## config.mk

```make
export PLATFORM = sky130hd
export DESIGN_NAME = dht11_seg_scan_flat
export DESIGN_NICKNAME = d
export VERILOG_FILES = /design/src/rtl/dht11_disp_pkg.sv /design/src/rtl/dht11_seg_scan_if.sv /design/src/rtl/dht11_seg_scan_seg7_decode.sv /design/src/rtl/dht11_seg_scan.sv /design/src/flat_wrapper.sv
export SDC_FILE = /design/constraint.sdc
export NUM_CORES = 1
export LEC_CHECK = 0
export CELL_PAD_IN_SITES_DETAIL_PLACEMENT = 0
export CELL_PAD_IN_SITES_GLOBAL_PLACEMENT = 1
export CORE_ASPECT_RATIO = 1.4
export CORE_MARGIN = 5
export CORE_UTILIZATION = 47
export DETAILED_ROUTE_END_ITERATION = 10
export GPL_TIMING_DRIVEN = 0
export PLACE_DENSITY_LB_ADDON = 0.1
export SLEW_MARGIN = 40
export SYNTH_ARGS = -nofsm -noshare
export SYNTH_HDL_FRONTEND = slang
export SYNTH_HIERARCHICAL = 1
export SYNTH_SLANG_ARGS = --single-unit
```

## constraint.sdc

```tcl
create_clock -name clk -period 2.86 [get_ports clk]
set_input_delay 0.286 -clock clk [delete_from_list [all_inputs] [get_ports clk]]
set_output_delay 0.286 -clock clk [all_outputs]
set_load 0.02 [all_outputs]
```

## src/rtl/dht11_disp_pkg.sv

```systemverilog
// Shared display constants for the DHT11 7-segment scanner.
// Segment codes are active-low, bit order g..a.
package dht11_disp_pkg;

    localparam logic [6:0] SEG_BLANK = 7'h7F;
    localparam logic [6:0] SEG_DASH  = 7'h3F;

    localparam logic [6:0] SEG_DIGIT [0:9] = '{
        7'h40, 7'h79, 7'h24, 7'h30, 7'h19,
        7'h12, 7'h02, 7'h78, 7'h00, 7'h10
    };

    // Scan order, rightmost digit first
    localparam logic [1:0] DIG_HUM_ONE = 2'd0;
    localparam logic [1:0] DIG_HUM_TEN = 2'd1;
    localparam logic [1:0] DIG_TMP_ONE = 2'd2;
    localparam logic [1:0] DIG_TMP_TEN = 2'd3;

    typedef struct packed {
        logic [3:0] tmp_ten;
        logic [3:0] tmp_one;
        logic [3:0] hum_ten;
        logic [3:0] hum_one;
    } reading_t;

    // Tens positions get leading-zero blanking
    function automatic logic is_ten_digit(input logic [1:0] idx);
        return idx[0];
    endfunction

endpackage

```

## src/rtl/dht11_seg_scan_if.sv

```systemverilog
// Sensor-reading input and display output bundle for dht11_seg_scan.
// data_rdy is a one-cycle strobe with no back-pressure: the four BCD digits are valid only in that cycle.
interface dht11_seg_scan_if;

    logic       data_rdy;
    logic [3:0] temperature_ten;
    logic [3:0] temperature_one;
    logic [3:0] humidity_ten;
    logic [3:0] humidity_one;
    logic [7:0] seg;
    logic [3:0] dig;
    logic       stale;

    modport master (
        output data_rdy, temperature_ten, temperature_one, humidity_ten, humidity_one,
        input  seg, dig, stale
    );

    modport slave (
        input  data_rdy, temperature_ten, temperature_one, humidity_ten, humidity_one,
        output seg, dig, stale
    );

endinterface

```

## src/rtl/dht11_seg_scan_seg7_decode.sv

```systemverilog
// BCD to active-low 7-segment glyph; dash overrides blank, and non-decimal codes show a dash.
module seg7_decode
    import dht11_disp_pkg::*;
(
    input  logic [3:0] bcd,
    input  logic       blank,
    input  logic       dash,
    output logic [6:0] seg
);

    always_comb begin
        seg = SEG_DASH;
        if (dash) begin
            seg = SEG_DASH;
        end else if (blank && bcd == 4'd0) begin
            seg = SEG_BLANK;
        end else begin
            case (bcd)
                4'd0:    seg = SEG_DIGIT[0];
                4'd1:    seg = SEG_DIGIT[1];
                4'd2:    seg = SEG_DIGIT[2];
                4'd3:    seg = SEG_DIGIT[3];
                4'd4:    seg = SEG_DIGIT[4];
                4'd5:    seg = SEG_DIGIT[5];
                4'd6:    seg = SEG_DIGIT[6];
                4'd7:    seg = SEG_DIGIT[7];
                4'd8:    seg = SEG_DIGIT[8];
                4'd9:    seg = SEG_DIGIT[9];
                default: seg = SEG_DASH;
            endcase
        end
    end

endmodule

```

## src/rtl/dht11_seg_scan.sv

```systemverilog
// Multiplexed 4-digit common-anode display for DHT11 readings: tear-free frame latching,
// leading-zero blanking, and a blinking stale indication when readings stop.
module dht11_seg_scan
    import dht11_disp_pkg::*;
#(
    parameter int SCAN_DIV = 50000,
    parameter int STALE_MS = 5000,
    parameter int BLINK_MS = 500
) (
    input  logic            clk,
    input  logic            rst_n,
    dht11_seg_scan_if.slave bus
);

    localparam int SW = (SCAN_DIV > 1) ? $clog2(SCAN_DIV) : 1;
    localparam int TW = $clog2(STALE_MS + 1);
    localparam int BW = (BLINK_MS > 1) ? $clog2(BLINK_MS) : 1;

    logic [SW-1:0] slot_cnt;
    logic          tick;
    logic [1:0]    idx;
    logic          frame;

    reading_t      live;
    reading_t      pend;
    reading_t      disp;
    logic          pending;
    logic          have_data;
    logic          disp_valid;

    logic [TW-1:0] stale_cnt;
    logic          stale_hit;
    logic [BW-1:0] blink_cnt;
    logic          blink_off;

    logic [3:0]    cur_bcd;
    logic          cur_dash;
    logic          cur_blank;
    logic [6:0]    glyph;
    logic [7:0]    seg_q;
    logic [3:0]    dig_q;

    assign live  = {bus.temperature_ten, bus.temperature_one, bus.humidity_ten, bus.humidity_one};
    assign tick  = (slot_cnt == SW'(SCAN_DIV - 1));
    assign frame = tick && (idx == DIG_TMP_TEN);

    always_ff @(posedge clk or negedge rst_n) begin
        if (!rst_n) begin
            slot_cnt <= '0;
            idx      <= '0;
        end else begin
            slot_cnt <= tick ? '0 : slot_cnt + 1'b1;
            if (tick) idx <= idx + 2'd1;
        end
    end

    // Readings land in pend first and only reach disp between frames,
    // so a scan never mixes digits from two readings.
    always_ff @(posedge clk or negedge rst_n) begin
        if (!rst_n) begin
            pend       <= '0;
            disp       <= '0;
            pending    <= 1'b0;
            have_data  <= 1'b0;
            disp_valid <= 1'b0;
        end else if (bus.data_rdy) begin
            have_data <= 1'b1;
            if (frame) begin
                disp       <= live;
                disp_valid <= 1'b1;
                pending    <= 1'b0;
            end else begin
                pend    <= live;
                pending <= 1'b1;
            end
        end else if (frame && pending) begin
            disp       <= pend;
            disp_valid <= 1'b1;
            pending    <= 1'b0;
        end
    end

    assign stale_hit = (stale_cnt == TW'(STALE_MS));

    always_ff @(posedge clk or negedge rst_n) begin
        if (!rst_n) begin
            stale_cnt <= '0;
        end else if (bus.data_rdy) begin
            stale_cnt <= '0;
        end else if (have_data && tick && !stale_hit) begin
            stale_cnt <= stale_cnt + 1'b1;
        end
    end

    // A fresh reading forces the phase back on, even on a blink-toggle tick.
    always_ff @(posedge clk or negedge rst_n) begin
        if (!rst_n) begin
            blink_cnt <= '0;
            blink_off <= 1'b0;
        end else if (!stale_hit || bus.data_rdy) begin
            blink_cnt <= '0;
            blink_off <= 1'b0;
        end else if (tick) begin
            if (blink_cnt == BW'(BLINK_MS - 1)) begin
                blink_cnt <= '0;
                blink_off <= ~blink_off;
            end else begin
                blink_cnt <= blink_cnt + 1'b1;
            end
        end
    end

    always_comb begin
        cur_bcd = disp.hum_one;
        case (idx)
            DIG_HUM_ONE: cur_bcd = disp.hum_one;
            DIG_HUM_TEN: cur_bcd = disp.hum_ten;
            DIG_TMP_ONE: cur_bcd = disp.tmp_one;
            DIG_TMP_TEN: cur_bcd = disp.tmp_ten;
            default:     cur_bcd = disp.hum_one;
        endcase
    end

    assign cur_dash  = !disp_valid || (cur_bcd > 4'd9);
    assign cur_blank = is_ten_digit(idx);

    seg7_decode u_decode (
        .bcd   (cur_bcd),
        .blank (cur_blank),
        .dash  (cur_dash),
        .seg   (glyph)
    );

    // One-cycle registered view of the current index; dark phase keeps scanning underneath.
    always_ff @(posedge clk or negedge rst_n) begin
        if (!rst_n) begin
            seg_q <= 8'hFF;
            dig_q <= 4'b1111;
        end else if (blink_off) begin
            seg_q <= 8'hFF;
            dig_q <= 4'b1111;
        end else begin
            seg_q <= {(idx != DIG_TMP_ONE), glyph};
            dig_q <= ~(4'b0001 << idx);
        end
    end

    assign bus.seg   = seg_q;
    assign bus.dig   = dig_q;
    assign bus.stale = stale_hit && !bus.data_rdy;

endmodule

```

## src/flat_wrapper.sv

```systemverilog
// flat-port wrapper written by rule: the top's interface ports become plain ports
module dht11_seg_scan_flat import dht11_disp_pkg::*;
#(
    parameter int SCAN_DIV = 50000,
    parameter int STALE_MS = 5000,
    parameter int BLINK_MS = 500
)
  (clk, rst_n, bus_data_rdy, bus_temperature_ten, bus_temperature_one, bus_humidity_ten, bus_humidity_one, bus_seg, bus_dig, bus_stale);
  dht11_seg_scan_if bus_i ();
  input  logic clk;
  input  logic rst_n;
  input wire logic [$bits(bus_i.data_rdy)-1:0] bus_data_rdy;
  input wire logic [$bits(bus_i.temperature_ten)-1:0] bus_temperature_ten;
  input wire logic [$bits(bus_i.temperature_one)-1:0] bus_temperature_one;
  input wire logic [$bits(bus_i.humidity_ten)-1:0] bus_humidity_ten;
  input wire logic [$bits(bus_i.humidity_one)-1:0] bus_humidity_one;
  output wire logic [$bits(bus_i.seg)-1:0] bus_seg;
  output wire logic [$bits(bus_i.dig)-1:0] bus_dig;
  output wire logic [$bits(bus_i.stale)-1:0] bus_stale;
  assign bus_i.data_rdy = bus_data_rdy;
  assign bus_i.temperature_ten = bus_temperature_ten;
  assign bus_i.temperature_one = bus_temperature_one;
  assign bus_i.humidity_ten = bus_humidity_ten;
  assign bus_i.humidity_one = bus_humidity_one;
  assign bus_seg = bus_i.seg;
  assign bus_dig = bus_i.dig;
  assign bus_stale = bus_i.stale;
  dht11_seg_scan #(.SCAN_DIV(SCAN_DIV), .STALE_MS(STALE_MS), .BLINK_MS(BLINK_MS)) u_core (.clk(clk), .rst_n(rst_n), .bus(bus_i));
endmodule
```

==> impl_results.md <==
* Most common cell after layout, fill and taps aside: dfrtp_1
* Worst-Margin Slew at 778.6 ps
* Ys flop type: dfrtp_1
* Largest stage delay on the critical path at just under 600 ps
* Die area at 11320 µm²
* Seq cells post-synth at 87
* Slew margin rel. at 47.66%
* Core Util, Final at 57.57%
* Fin crit period at 2683 ps
* Critical Path AT at 2400 ps
* Synth Cell Area at around 4400 µm²
* Internal Power at about 2.2 mW
* Leak at approximately 2.3 nW
* Filler cells at 808
* R2R depth at 7
* CP Capture Type: primary output
* Maximum number of pins on one net before global-route repair at 57
* Tot Pwr at 2.831 mW
* MaxCap Viol Count at 0
* Synth Area per Inst at 10.73 µm²
* Final nets at a little under 500
* Drt first pass iters at 4
* Combinational share of power at 8.1%
* CP delay by family, top: simple AND/OR/NAND/NOR gates
* Detailed-route via count at 3029
* Area of the multi-input gates at 2028 µm²
* DR vias/cell at 5.399
* Skew final at between 7 and 8 ps
* Design area at 5197 µm²
* Crit path top cell by count: inv_1
* Synthesized Nets at 439
* Max Slew Vio Count at 0
* Post-synthesis sequential area ratio at 50.30%
* Final worst path period share at between 90% and 100%
* Final GP Congestion at 0.7529
* Antenna violations before repair at 0
* CTS root buf: clkbuf_16
* VDD IR max at 0.0004005 V
* Total GRT Usage at between 10% and 20%
* Fmax at 0.3727 GHz
* Gr ovfl total at 0
* Switch share at about a fifth
* Die Y at ~120 µm
* Run status: complete, no violations
* Startpoint types: register
* Ant diodes at 0
* Top-Level Pins at 32
* NetSw at about 0.6 mW
* P&R area growth vs syn at 19.33%
* Row count at 41
* Clock power frac at a little under half
* Antenna viol nets, final at 0
* Share of layout cells above drive strength 1 at around 17%
* Setup TNS at 0 ps
* TritonCTS clock tree: built
* Cells after Synth at 406
* Critical Path RT at 2570 ps
* Crit. path cell count at 7
* Drt wl/cell at ~15 µm
* CP max FO at 11
* Asr flop ratio synth at 100.0%
* RSZ-0062 raised after global routing: false
* HP Class: in2async
* DRC at 0
* Yosys warns at 6
* Slowest cell on crit path: clkdlybuf4s50_1
* Number of global-route vias before repair at about 3100
* # H-tree levels at 3
* Count of flip-flops with a built-in enable after synthesis at 0
* PwrDens at 544.8 nW/µm²
* Initial Util at 48.24%
* Final Setup Violations at 0
* CTS Buf Count at 9
* Unique masters post-synth at slightly above 50
* Dpl cell area at just under 5000 µm²
* Hold slack at 391.6 ps
* Clk sinks at 87
* Port bufs at 30
* Sequential cell area at 2191 µm²
* Total length of routed wires at 8654 µm
* Max clock buf depth at 2
* First-pass GRT wire length at 14680 µm
* Final hold violations at 0
* Buf+Inv Stages, Crit Path at 3
* Most frequent cells in the layout: dfrtp_1 (76), nor2_1 (44), clkdlybuf4s50_1 (29), nand2_1 (27), a21oi_1 (26)
* Skew-Pair Late Insertion Delay at 340 ps
* Core footprint at 9029 µm²
* HPWL after DPL at 6190 µm
* Worst setup path category: reg2out
* Initial DRC Count at 150
* Die width at around 90 µm
* Clk pin slew, worst setup/hold paths at 60 ps
* Flop pwr share at 46.2%
* Cell Chain, Critical Path: inv_1 > ha_1 > nor4bb_1 > nand4_1 > or2_4 > inv_1 > clkdlybuf4s50_1
## kinds of logic after synthesis
logic type	count (synthesis)	synth area share, %
AND/OR/NAND/NOR	153	18.47
multiplexers	39	10.28
XOR/XNOR	26	5.228
flip-flops	87	50.30
buffers and inverters	33	3.849
adder cells (fa/ha/maj)	14	4.022
AO/OA/AOI/OAI	54	7.842
## through the flow
step | instances | setup WS (ps)
global placement | 543 | -1739
global route | 561 | 30.19
CTS | 561 | 44.16
finish | 561 | 177.0
detailed placement | 544 | -0.09548
floorplan | 406 | 400.4
## metal layers
metal	up-vias	wire (µm)	part of all wire, %	GRT usage, %
met2	33	4689	54	29.29
met1	1495	3634	42	19.40
met4	0	161	1.9	8.807
met5	-	0	0	0
met3	11	169	2.0	2.175
li1	1490	-	-	-
## sequential cells by signal, indices dropped and copies added (netlist names)
name	cells
u_core/disp_valid	1
u_core/disp	16
u_core/stale_cnt	13
u_core/bus.seg	8
u_core/blink_cnt	9
u_core/pending	1
u_core/idx	2
u_core/bus.dig	3
u_core/slot_cnt	16
u_core/have_data	1
u_core/blink_off	1
u_core/pend	16
## repair_timing
item / in CTS / in global routing
cloned: 0 / 0
hold buffers: 1 / 0
hold endpoints to repair: 31 / 0
resized for setup: 1 / 3
setup buffers: 1 / 0
pin swaps: 1 / 0
setup endpoints to repair: 2 / 2
## layout make-up
| cell class | count | share of cell area, % |
|---|---|---|
| repair buffers | 33 | 6.668 |
| clock buffers | 13 | 5.200 |
| plain buffers | 18 | 2.143 |
| flip-flops and latches | 87 | 42.15 |
| inverters | 14 | 1.011 |
| well taps | 107 | 2.576 |
| multi-input cells | 286 | 39.02 |
| clock inverters | 3 | 1.228 |
## worst reg2reg max path, delay by kind of cell (launching register included)
kind | cells | cell delay (ps)
AND/OR/NAND/NOR | 4 | 1540
buffers and inverters | 2 | 520
flip-flops | 1 | 410
AO/OA/AOI/OAI | 1 | 130
## final timing paths
check                                  endpoint           startpoint  slack [ps]
max in group asynchronous     u_core/bus.seg[4]                rst_n        1830
min in group clk                 u_core/disp[3]         bus_data_rdy         470
max reg2reg                     u_core/disp[10]  u_core/slot_cnt[12]         180
max                                   bus_stale  u_core/stale_cnt[0]         180
min                        u_core/stale_cnt[10]                rst_n         390
min reg2reg                   u_core/disp_valid    u_core/disp_valid         480
## Yosys cell counts (4+ instances only)
cell type,instances,area [µm²]
or4_1,4,30.03
nand2b_1,6,37.54
nor3_1,4,20.02
nor4_1,7,43.79
mux2_2,6,67.56
o21ai_0,9,45.04
nand4_1,5,31.28
inv_1,14,52.55
dfrtp_1,76,1902
a222oi_1,4,40.04
dfstp_2,11,289.0
clkbuf_1,8,30.03
a21oi_1,26,130.1
ha_1,14,175.2
mux2i_1,23,230.2
mux2_4,10,150.1
xor2_1,12,105.1
nor2_1,44,165.2
or2_2,11,68.82
xnor2_1,14,122.6
nand2_1,27,101.4
nand3_1,15,75.07
buf_2,5,25.02
and3_1,11,68.82
## power groups by stage
stage	combinational, mW	clock, mW	sequential [mW]
floorplan	0.122	0	1.34
global placement	0.224	0	1.33
detailed placement	0.232	0	1.33
CTS	0.234	1.32	1.31
global route	0.255	1.37	1.31
finish	0.230	1.29	1.31
Note: power is estimated with default switching activity, not from simulation.
